**config.mk**
```make
export PLATFORM = sky130hd
export DESIGN_NAME = regfile_wb_arbiter
export DESIGN_NICKNAME = d
export VERILOG_FILES = /design/src/rtl/regfile_wb_arbiter.sv
export SDC_FILE = /design/constraint.sdc
export NUM_CORES = 1
export LEC_CHECK = 0
export ABC_AREA = 1
export BUFFER_PORTS_ARGS = -buffer_cell sky130_fd_sc_hd__buf_2
export CAP_MARGIN = 0
export CORE_MARGIN = 2
export CORE_UTILIZATION = 43
export CTS_BUF_LIST = sky130_fd_sc_hd__clkbuf_8
export CTS_CLUSTER_DIAMETER = 40
export DETAILED_ROUTE_END_ITERATION = 16
export GPL_TIMING_DRIVEN = 1
export PLACE_DENSITY = 0.86
export SYNTH_ARGS = -nofsm -noshare
export SYNTH_HDL_FRONTEND = slang
export SYNTH_SLANG_ARGS = --single-unit
```
**constraint.sdc**
```tcl
create_clock -name clk -period 2.6 [get_ports clk]
set_input_delay 0.52 -clock clk [delete_from_list [all_inputs] [get_ports clk]]
set_output_delay 0.52 -clock clk [all_outputs]
set_load 0.05 [all_outputs]
```
**src/rtl/regfile_wb_arbiter.sv**
```systemverilog
// Writeback arbiter for the single register-file write port: round-robin grant, registered write stage.
// Define REGFILE_WB_ARB_FIXED_PRIO_EN for fixed lowest-index-wins priority instead of round-robin.
module regfile_wb_arbiter #(
  parameter int NREQ = 3,
  parameter int AW   = 5,
  parameter int DW   = 32,
  localparam int IW  = $clog2(NREQ)
) (
  input  logic                 clk,
  input  logic                 rst,
  input  logic                 stall,
  input  logic [NREQ-1:0]      req_valid,
  output logic [NREQ-1:0]      req_ready,
  input  logic [NREQ*AW-1:0]   req_addr,
  input  logic [NREQ*DW-1:0]   req_data,
  output logic                 rf_we,
  output logic [AW-1:0]        rf_waddr,
  output logic [DW-1:0]        rf_wdata,
  output logic                 grant_vld,
  output logic [IW-1:0]        grant_id
);

  logic [AW-1:0] addr_arr [NREQ];
  logic [DW-1:0] data_arr [NREQ];

  generate
    for (genvar gi = 0; gi < NREQ; gi++) begin : g_unpack
      assign addr_arr[gi] = req_addr[gi*AW +: AW];
      assign data_arr[gi] = req_data[gi*DW +: DW];
    end
  endgenerate

  logic [IW-1:0] winner;
  logic          found;
  logic          xfer;

`ifdef REGFILE_WB_ARB_FIXED_PRIO_EN
  // Scan downward so the lowest valid index is the last one written.
  always_comb begin
    winner = '0;
    found  = 1'b0;
    for (int i = NREQ - 1; i >= 0; i--) begin
      if (req_valid[IW'(i)]) begin
        winner = IW'(i);
        found  = 1'b1;
      end
    end
  end
`else
  logic [IW-1:0] ptr_reg;
  logic [IW-1:0] ptr_next;
  logic [IW:0]   rr_sum;
  logic [IW-1:0] rr_idx;

  // Scan offsets from farthest to nearest so the first valid index at or after ptr wins.
  always_comb begin
    winner = '0;
    found  = 1'b0;
    rr_sum = '0;
    rr_idx = '0;
    for (int k = NREQ - 1; k >= 0; k--) begin
      rr_sum = {1'b0, ptr_reg} + (IW+1)'(k);
      if (rr_sum >= (IW+1)'(NREQ)) begin
        rr_sum = rr_sum - (IW+1)'(NREQ);
      end
      rr_idx = rr_sum[IW-1:0];
      if (req_valid[rr_idx]) begin
        winner = rr_idx;
        found  = 1'b1;
      end
    end
  end

  assign ptr_next = (winner == IW'(NREQ - 1)) ? '0 : winner + IW'(1);

  always_ff @(posedge clk) begin
    if (rst) begin
      ptr_reg <= '0;
    end else if (xfer) begin
      ptr_reg <= ptr_next;
    end
  end
`endif

  assign xfer      = found & ~stall & ~rst;
  assign req_ready = xfer ? (NREQ'(1) << winner) : '0;

  logic          rf_we_reg;
  logic [AW-1:0] rf_waddr_reg;
  logic [DW-1:0] rf_wdata_reg;
  logic          grant_vld_reg;
  logic [IW-1:0] grant_id_reg;

  always_ff @(posedge clk) begin
    if (rst) begin
      rf_we_reg     <= 1'b0;
      rf_waddr_reg  <= '0;
      rf_wdata_reg  <= '0;
      grant_vld_reg <= 1'b0;
      grant_id_reg  <= '0;
    end else begin
      rf_we_reg     <= xfer && (addr_arr[winner] != '0);
      grant_vld_reg <= xfer;
      if (xfer) begin
        rf_waddr_reg <= addr_arr[winner];
        rf_wdata_reg <= data_arr[winner];
        grant_id_reg <= winner;
      end
    end
  end

  // A write already sitting in the output register is dropped if reset arrives in its issue cycle.
  assign rf_we     = rf_we_reg & ~rst;
  assign rf_waddr  = rf_waddr_reg;
  assign rf_wdata  = rf_wdata_reg;
  assign grant_vld = grant_vld_reg;
  assign grant_id  = grant_id_reg;

endmodule

```
======== Word-level counts from Yosys, hierarchy flattened ========
Cells that the tools add are included.
word-level totals
  output and inout bits ................... 44
  memories ................................ 0
  logic and storage cells ................. 52
  bits in latches ......................... 0
  input bits .............................. 117
  RAM bits ................................ 0
  register bits after elaboration ......... 43
  ROM bits ................................ 0
operators by class
  bitwise operators ....................... 6
  mux-type cells .......................... 23
  multipliers ............................. 0
  div/mod/pow operators ................... 0
  shifts and indexed selects .............. 1
  order comparisons ....................... 7
  reductions and logical operators ........ 2
  eq/ne operators ......................... 1
  add/sub/neg operators ................... 6
operators by type and width
  operator             count
  $bmux 32 s2          1
  $mux 32              2
  $mux 2               7
  $bmux 5 s2           1
  $mux 5               2
  $lt 2x3->1 const B   3
  $bmux 1 s2           3
  $ge 3x2->1 const B   2
  $mux 1               6
  $sub 2x2->2 const B  3
  $reduce_bool 5->1    1
  $add 2x1->3 const B  1
  $add 2x2->3 const B  1
  $and 1x1->1          3
  $ge 3x3->1 const B   1
  $mux 3               1
  $not 2->3            1
  $shl 1x2->3 const A  1
  $add 2x1->2 const B  1
  $eq 2x2->1 const B   1
  $ge 2x2->1 const B   1
  $not 1->1            2
  $logic_and 1x1->1    1

======== Longest topological paths before layout ========
Gate-level depths: netlist of run 1.
  depth in word-level cells ............... 14
  gate-level depth with buffers ........... 17
  depth with buffers taken out ............ 16

======== Least setup slack after synthesis of run 1 ========
No wires, ideal clock.
  path type ............................... register to output
  start ................................... register ptr_reg[0]
  end ..................................... output port req_ready[1]
  arrival ................................. 2.104 ns
  cell stages (with the launch flop) ...... 13
  path buffers ............................ 1
  data required time ...................... 2.080 ns
  setup slack ............................. -0.024 ns
  cell sequence ........................... dfxtp_1 -> inv_1 -> ha_1 -> inv_2 -> nand2_1 -> nand2_1 -> nand2_2 -> nand3_2 -> nand2_2 -> nor2_4 -> inv_2 -> buf_6 -> nor2_1
between the ends
  longest elaborated chain between the ends .. 11
  elaborated cells between the ends (all ways) .. 27
  classes of those cells .................. 5 x add/sub; 3 x order compare; 1 x shift; 16 x mux; 2 x bitwise
ends and longest elaborated chain
  element                                           line    text
  start, declared                                   50      logic [IW-1:0] ptr_reg;
  start signal, assigned                            80      ptr_reg <= ptr_next;
  $add 2x2->3                                       62      rr_sum = {1'b0, ptr_reg} + (IW+1)'(k);
  $ge 3x2->1 / $sub 2x2->2 (equally long branches)  63, 64
  $mux 2                                            63      if (rr_sum >= (IW+1)'(NREQ)) begin
  $bmux 1 s2                                        67      if (req_valid[rr_idx]) begin
  $mux 1 (implied by the code)                      67
  $mux 1 (3 in a row)                               67
  $and 1x1->1 (2 in a row)                          85      assign xfer = found & ~stall & ~rst;
  $mux 3 *                                          86      assign req_ready = xfer ? (NREQ'(1) << winner) : '0;
  end, declared                                     13      output logic [NREQ-1:0] req_ready,
Every way passes the cells marked *; elsewhere a longest branch is shown, timed or not. The select of a mux whose other input is x is not followed.

======== Worst setup path after layout of run 1 ========
  start ................................... register ptr_reg[0]
  end ..................................... output port req_ready[0]
Same word-level chain as after synthesis.

==> results of run 1 <==
-- area by class of cell --
class / count / area [sq um] / share of cell area, %
multi-input cells: 254 / 1370 / 40.2
repair buffers: 174 / 921 / 27.1
flip-flops and latches: 43 / 863 / 25.4
well taps: 72 / 90.1 / 2.65
inverters: 21 / 83.8 / 2.46
clock buffers: 5 / 68.8 / 2.02
clock inverters: 1 / 7.51 / 0.221
-- layout by cell type (no fill, tap or decap), drive strengths merged --
master	instances
buf	174
nand2	137
dfxtp	43
o21ai	28
nand3	26
a41oi	20
inv	20
nor2	11
a21oi	9
nand4	6
clkbuf	5
a22o	4
a22oi	4
o211ai	4
ha	3
a31oi	2
clkinv	1
clkinvlp	1
-- path summary, 6_finish.rpt --
kind                start            to
max            ptr_reg[0]  req_ready[0]
min          req_data[22]  rf_wdata[22]
max reg2reg    ptr_reg[0]  rf_wdata[13]
min reg2reg   grant_id[0]   grant_id[0]
-- layer usage --
metal	routed length (um)	up-vias
li1	-	1469
met1	3060	1303
met2	4070	151
met3	677	21
met4	208	0
met5	0	-
-- worst reg2reg max path: stages, from the launching register on --
cell	delay [ns]
dfxtp_2	0.34
inv_2	0.05
ha_4	0.24
inv_2	0.09
nand2_1	0.08
nand2_1	0.10
nand2_2	0.08
nand2_1	0.08
nand2_2	0.07
nand2_4	0.11
nand2_8	0.07
buf_4	0.16
nor2_8	0.37
nand2_1	0.10
nand2_1	0.08
nand2_1	0.06
a21oi_1	0.15
-- repair_timing --
action	4_1_cts	5_1_grt
buffers inserted	1	5
setup endpoints to repair	3	3
resized for setup	10	10
pin swaps	1	4
-- cells by family after synthesis --
group | Yosys count
and+or+nand+nor | 180
adders and majority gates | 3
DFF | 43
buffers and inverters | 41
AOI/OAI and AO/OA | 71
-- metrics by stage --
step,instance area (sq um),hold slack (ns)
4_1_cts,3330,0.448
3_5_place_dp,3210,0.441
6_report,3400,0.450
2_1_floorplan,2390,0.486
5_1_grt,3400,0.451
3_3_place_gp,3210,0.440
-- power by group through the flow --
stage	sequential, W	clock, W	combinational, W
CTS	0.00101	0.000414	0.00313
global placement	0.00101	0	0.00298
detailed placement	0.00101	0	0.00305
global route	0.00104	0.000436	0.00357
finish	0.00101	0.000403	0.00328
floorplan	0.00176	0	0.00170
==> flow_summary.ini, run 1 <==
[critical_path]
cpPeakStageDelay_ns = 0.34
rrSetupSlack_ns = 0.30
critPathLaunchType = flop
crit_path_top_delay_cell = dfxtp_2
worst-path-max-fanout = 5
path_delay_family = simple AND/OR/NAND/NOR gates
worstPathCellList = inv_2 > ha_4 > inv_2 > nand2_1 > nand2_1 > nand3_1 > nand2_2 > nand2_4 > nand2_8 > nand2_2 > nor2_4 > buf_6
crit_arrival_ns = 2.01
path_buf_inv = 3
crit_required_ns = 2.08
crit_type = reg2out
r2r_cells = 16
path_depth = 12
cp-end-kind = primary output

[job]
drv_cap = 0

[synthesis]
synth-xor-area-share_pct = 0
synth-async-reset-ratio_pct = 0
synth_common_cells = nand2_1 (128), dfxtp_1 (43), o21ai_0 (28), nand3_1 (24), a41oi_1 (20)
ys_ff_latch = 43
yosys.area_share.simple_pct = 33.8
yosys.area.top_type_share_pct = 36.1
post_synth.cell_area_avg_sq_um = 7.06
synthFlopType = dfxtp_1
ys_seq_area_share_pct = 36.1
synth_edf_count = 0
ys.warnings.count = 0
synthMuxAreaShare_pct = 0
synth_top_family_by_area = simple AND/OR/NAND/NOR gates
syn-instance-count = 338
syn_nets = 458
synthAdderAreaFrac_pct = 1.57
synth_compound_area_share_pct = 20.0
ys_top_cells_by_area = dfxtp_1 (36%), nand2_1 (20%), a41oi_1 (7.3%), o21ai_0 (5.9%), nand3_1 (5.0%)
synth_area_leader_cell = dfxtp_1
synth.most_common_cell = nand2_1
synth_cell_types = 28
syn_area_sq_um = 2390

[worst_hold_path]
holdCritPathClass = in2reg
whs_path_depth = 3

[pwr]
p_per_area_nw_per_um2 = 1380
swShare_pct = 57.1
switchingPower_w = 0.00268
clkPwrFrac_pct = 8.6
p_seq_share_pct = 21.5
p_int_w = 0.00201
ir_drop_mv = 0.818
power.total_w = 0.00470
leakage_nw = 1.73
power_frac_comb_pct = 69.9

[floorplan]
core_sq_um = 5440
num_io_pins = 161
die_area_sq_um = 6160
start_util_pct = 43.9
die_x_um = 78.5
die_h_um = 78.5
rows = 27

[placement]
dp_cells = 558
place_congestion = 0.827
pre_cts_slack_ns = 0.0542
numPortBuffers = 160
hpwl_um = 5750

[clock_network]
numCtsBuffers = 5
postCtsHoldBufs = 0
clk_pin_slew_ns = 0.08
root_buffer = clkbuf_8
cts.htree.levels = 2
clock-sinks = 43
cts_buffer_depth = 2
clock_latency_ns = 0.29
cts_tree = yes

[global_route]
grt_antenna_before_repair = 0
grt_use_met2_pct = 45.2
grt-ovfl-total = 0
grt_max_degree = 41
gr-usage-all-layers_pct = 25.2
grtUsageMet3_pct = 6.55
grt_pass1_vias = 2760
met1_usage_pct = 28.7
grt_pass1_wl_um = 12400
grt.busiest_layer = met2

[routing]
drc = 0
wl_per_cell_um = 14.1
drtAntennaViolNets = 0
drt_wl_total_um = 8010
drtIter0Drc = 135
dr.pass1.iters = 4
via_per_inst = 5.16
vias = 2944

[sta]
worstMarginPinSlew_ns = 0.533
finalSetupViolations = 0
tns_ns = 0
maxSlewViolCount = 0
fin_ws_ns = 0.0658
min_period_ns = 2.53
final_hold_viol_count = 0
max_freq_ghz = 0.395
relSlewSlack_pct = 64.4
period_share_pct = 97.5
finClkSkew_ns = 0.00648

[cells_and_area]
largest_reg_flops = 32
fin_util_pct = 62.6
nets = 619
drive_gt1_share_pct = 43.0
layout.cells.non_filler = 570
diodes = 0
syn2layout_area_growth_pct = 42.6
fillCellCount = 499

[run_status]
run_status = completed
(Power assumes the default switching activity.)
==> inputs of run 2 (changes only) <==
Settings changed: ABC_AREA 1 to 0, CORE_MARGIN 2 to not set, CORE_UTILIZATION 43 to 45, PLACE_DENSITY 0.86 to 0.85.
==> run 2 against run 1 <==
  * Routed wire length up 14%
  * Cell area up 20%
  * First-iteration DRC count up 40%
  * Area after synthesis up 23%
  * Critical path depth down 5
  * Power down 33%
  * Clock skew up 0.00054 ns
  * Die area up 11%
  * Via count up 7.8%
  * Critical endpoint is now req_ready[1]
  * Largest cell class unchanged
  * Highest routed layer unchanged
==> flow_summary.ini, run 2 <==
[routing]
drtIter0Drc = 189
drtAntennaViolNets = 0
drc = 0
via_per_inst = 5.75
vias = 3175
wl_per_cell_um = 16.6
drt_wl_total_um = 9150
dr.pass1.iters = 4

[floorplan]
die_area_sq_um = 6870
rows = 29
die_x_um = 82.9
start_util_pct = 46.6
core_sq_um = 6310
die_h_um = 82.9
num_io_pins = 161

[pwr]
p_seq_share_pct = 27.3
leakage_nw = 2.07
ir_drop_mv = 0.483
power.total_w = 0.00313
p_per_area_nw_per_um2 = 765
clkPwrFrac_pct = 20.0
p_int_w = 0.00177
swShare_pct = 43.4
switchingPower_w = 0.00136
power_frac_comb_pct = 52.7

[cells_and_area]
nets = 594
largest_reg_flops = 32
layout_common_cells = buf_2 (157), dfxtp_1 (41), inv_1 (39), o211a_1 (37), o211ai_1 (36)
design_area_sq_um = 4090
drive_gt1_share_pct = 49.3
diodes = 0
layout.cells.non_filler = 552
syn2layout_area_growth_pct = 38.9
final_common_cell = buf_2

[synthesis]
synth-async-reset-ratio_pct = 0
synth_top_family_by_area = compound AO/OA/AOI/OAI gates
synthAdderAreaFrac_pct = 1.28
synthMuxAreaShare_pct = 3.02
synth_edf_count = 0
syn-instance-count = 320
synth-xor-area-share_pct = 0
ys_seq_area_share_pct = 29.3
synth.most_common_cell = dfxtp_1
synth_compound_area_share_pct = 48.7
synth_area_leader_cell = dfxtp_1
syn_nets = 440
ys_ff_latch = 43
synth_cell_types = 47
synthFlopType = dfxtp_1
yosys.area_share.simple_pct = 5.23
syn_area_sq_um = 2940
synth_common_cells = dfxtp_1 (43), inv_1 (40), o211a_1 (37), o211ai_1 (36), o21ai_0 (28)
post_synth.cell_area_avg_sq_um = 9.20
yosys.area.top_type_share_pct = 29.3
ys_top_cells_by_area = dfxtp_1 (29%), o211a_1 (13%), o211ai_1 (9.2%), o2bb2ai_2 (9.2%), o2bb2ai_1 (5.4%)
ys.warnings.count = 0

[clock_network]
cts_buffer_depth = 2
cts.htree.levels = 2
clk_pin_slew_ns = 0.08
cts_tree = yes
clock_latency_ns = 0.30
clock-sinks = 43
root_buffer = clkbuf_8
postCtsHoldBufs = 0
numCtsBuffers = 5

[critical_path]
crit_required_ns = 2.08
cpPeakStageDelay_ns = 0.36
r2r_start = ptr_reg[0]
rr_endpoint = ptr_reg[1]
rrSetupSlack_ns = 0.28
crit_type = reg2out
worstPathCellList = buf_6 > ha_4 > nor2b_2 > mux2i_4 > a311oi_4 > nor2b_2 > buf_6
cp-end-kind = primary output
r2r_cells = 9
crit_path_top_delay_cell = a311oi_4
worst-path-max-fanout = 8
critPathLaunchType = flop
crit_arrival_ns = 2.07

[global_route]
grt_max_degree = 51
grt_pass1_vias = 3163
gr-usage-all-layers_pct = 25.4
grt_pass1_wl_um = 14600
grt_antenna_before_repair = 0
grt-ovfl-total = 0

[placement]
dp_cells = 539
pre_cts_slack_ns = 0.0383
place_area_sq_um = 3840
hpwl_um = 6510
numPortBuffers = 160
place_congestion = 0.955

[sta]
period_share_pct = 99.5
finalSetupViolations = 0
worstMarginPinSlew_ns = 0.416
max_freq_ghz = 0.387
fin_ws_ns = 0.0139
hold_ws_ns = 0.463
min_period_ns = 2.59
maxSlewViolCount = 0
rsz0062_at_grt = true
final_hold_viol_count = 0
relSlewSlack_pct = 72.2
finClkSkew_ns = 0.00702

[worst_hold_path]
min_to = grant_id[0]
whs_path_depth = 1
holdCritPathClass = reg2reg
hold_start = grant_id[0]

[run_status]
run_status = completed

[job]
drv_cap = 0
-- run 2: changes by cell type in the layout (fill, tap and decap cells not counted), moves of 18 or more --
cell / change
a41oi_1: -20
inv_1: +28
nand2_1: -125
nand3_1: -23
o211a_1: +37
o211ai_1: +33
o2bb2ai_1: +18
o2bb2ai_2: +18
-- run 2: how the worst max path moves through the flow --
stage               cells past startpoint  slack, ns            to        from
floorplan                               9      -0.03  req_ready[0]  ptr_reg[1]
global placement                        8       0.11  req_ready[0]  ptr_reg[1]
detailed placement                      8       0.04  req_ready[0]  ptr_reg[1]
CTS                                     8     -0.003  req_ready[0]  ptr_reg[0]
global route                            8      -0.08  req_ready[0]  ptr_reg[0]
finish                                  7       0.01  req_ready[1]  ptr_reg[0]
-- run 2: kinds of logic (layout without fill, tap and decap cells) --
family,Yosys count,in the layout
buffers and inverters,75,230
AO/OA/AOI/OAI,168,168
adder cells (fa/ha/maj),3,3
multiplexers,6,6
flip-flops,43,43
AND/OR/NAND/NOR,25,25
-- run 2: timing repair --
item,4_1_cts,5_1_grt
buffers inserted,3,2
setup endpoints to repair,3,3
pin swaps,3,3
gates resized for setup,13,8
hold endpoints to repair,0,0
-- run 2: final cells by class --
| class | instances | area (sq um) |
|---|---|---|
| Clock buffer | 5 | 68.8 |
| Clock inverter | 3 | 63.8 |
| Fill cell | 520 | 2230 |
| Inverter | 41 | 154 |
| Multi-Input combinational cell | 202 | 1820 |
| Sequential cell | 43 | 866 |
| Tap cell | 77 | 96.3 |
| Timing Repair Buffer | 181 | 1020 |
-- run 2: stage by stage --
stage / TNS [ns] / utilization, %
finish: 0 / 64.7
CTS: -0.00274 / 64.0
detailed placement: 0 / 60.8
global route: -0.194 / 64.7
global placement: 0 / 60.8
floorplan: -0.0327 / -
-- run 2: worst max-delay path: cells and delay by family, from the launching register on --
family	cells	cell delay (ns)
muxes	1	0.12
adders and majority gates	1	0.18
buffers and inverters	2	0.29
AOI/OAI and AO/OA	1	0.36
DFF	1	0.34
and+or+nand+nor	2	0.47
-- run 2: per-layer routing --
metal | GRT usage (%) | share of wire (%)
met4 | 7.84 | 1.2
met3 | 4.47 | 6.0
met5 | 0 | 0
met2 | 45.9 | 51
met1 | 30.5 | 41
-- run 2: power by group through the flow --
| stage | clock, W | combinational (W) | sequential (W) |
|---|---|---|---|
| after floorplan | 0 | 0.000786 | 0.00124 |
| after global placement | 0 | 0.00155 | 0.000856 |
| after detailed placement | 0 | 0.00158 | 0.000861 |
| after CTS | 0.000635 | 0.00161 | 0.000853 |
| after global routing | 0.000661 | 0.00175 | 0.000867 |
| final | 0.000624 | 0.00165 | 0.000855 |
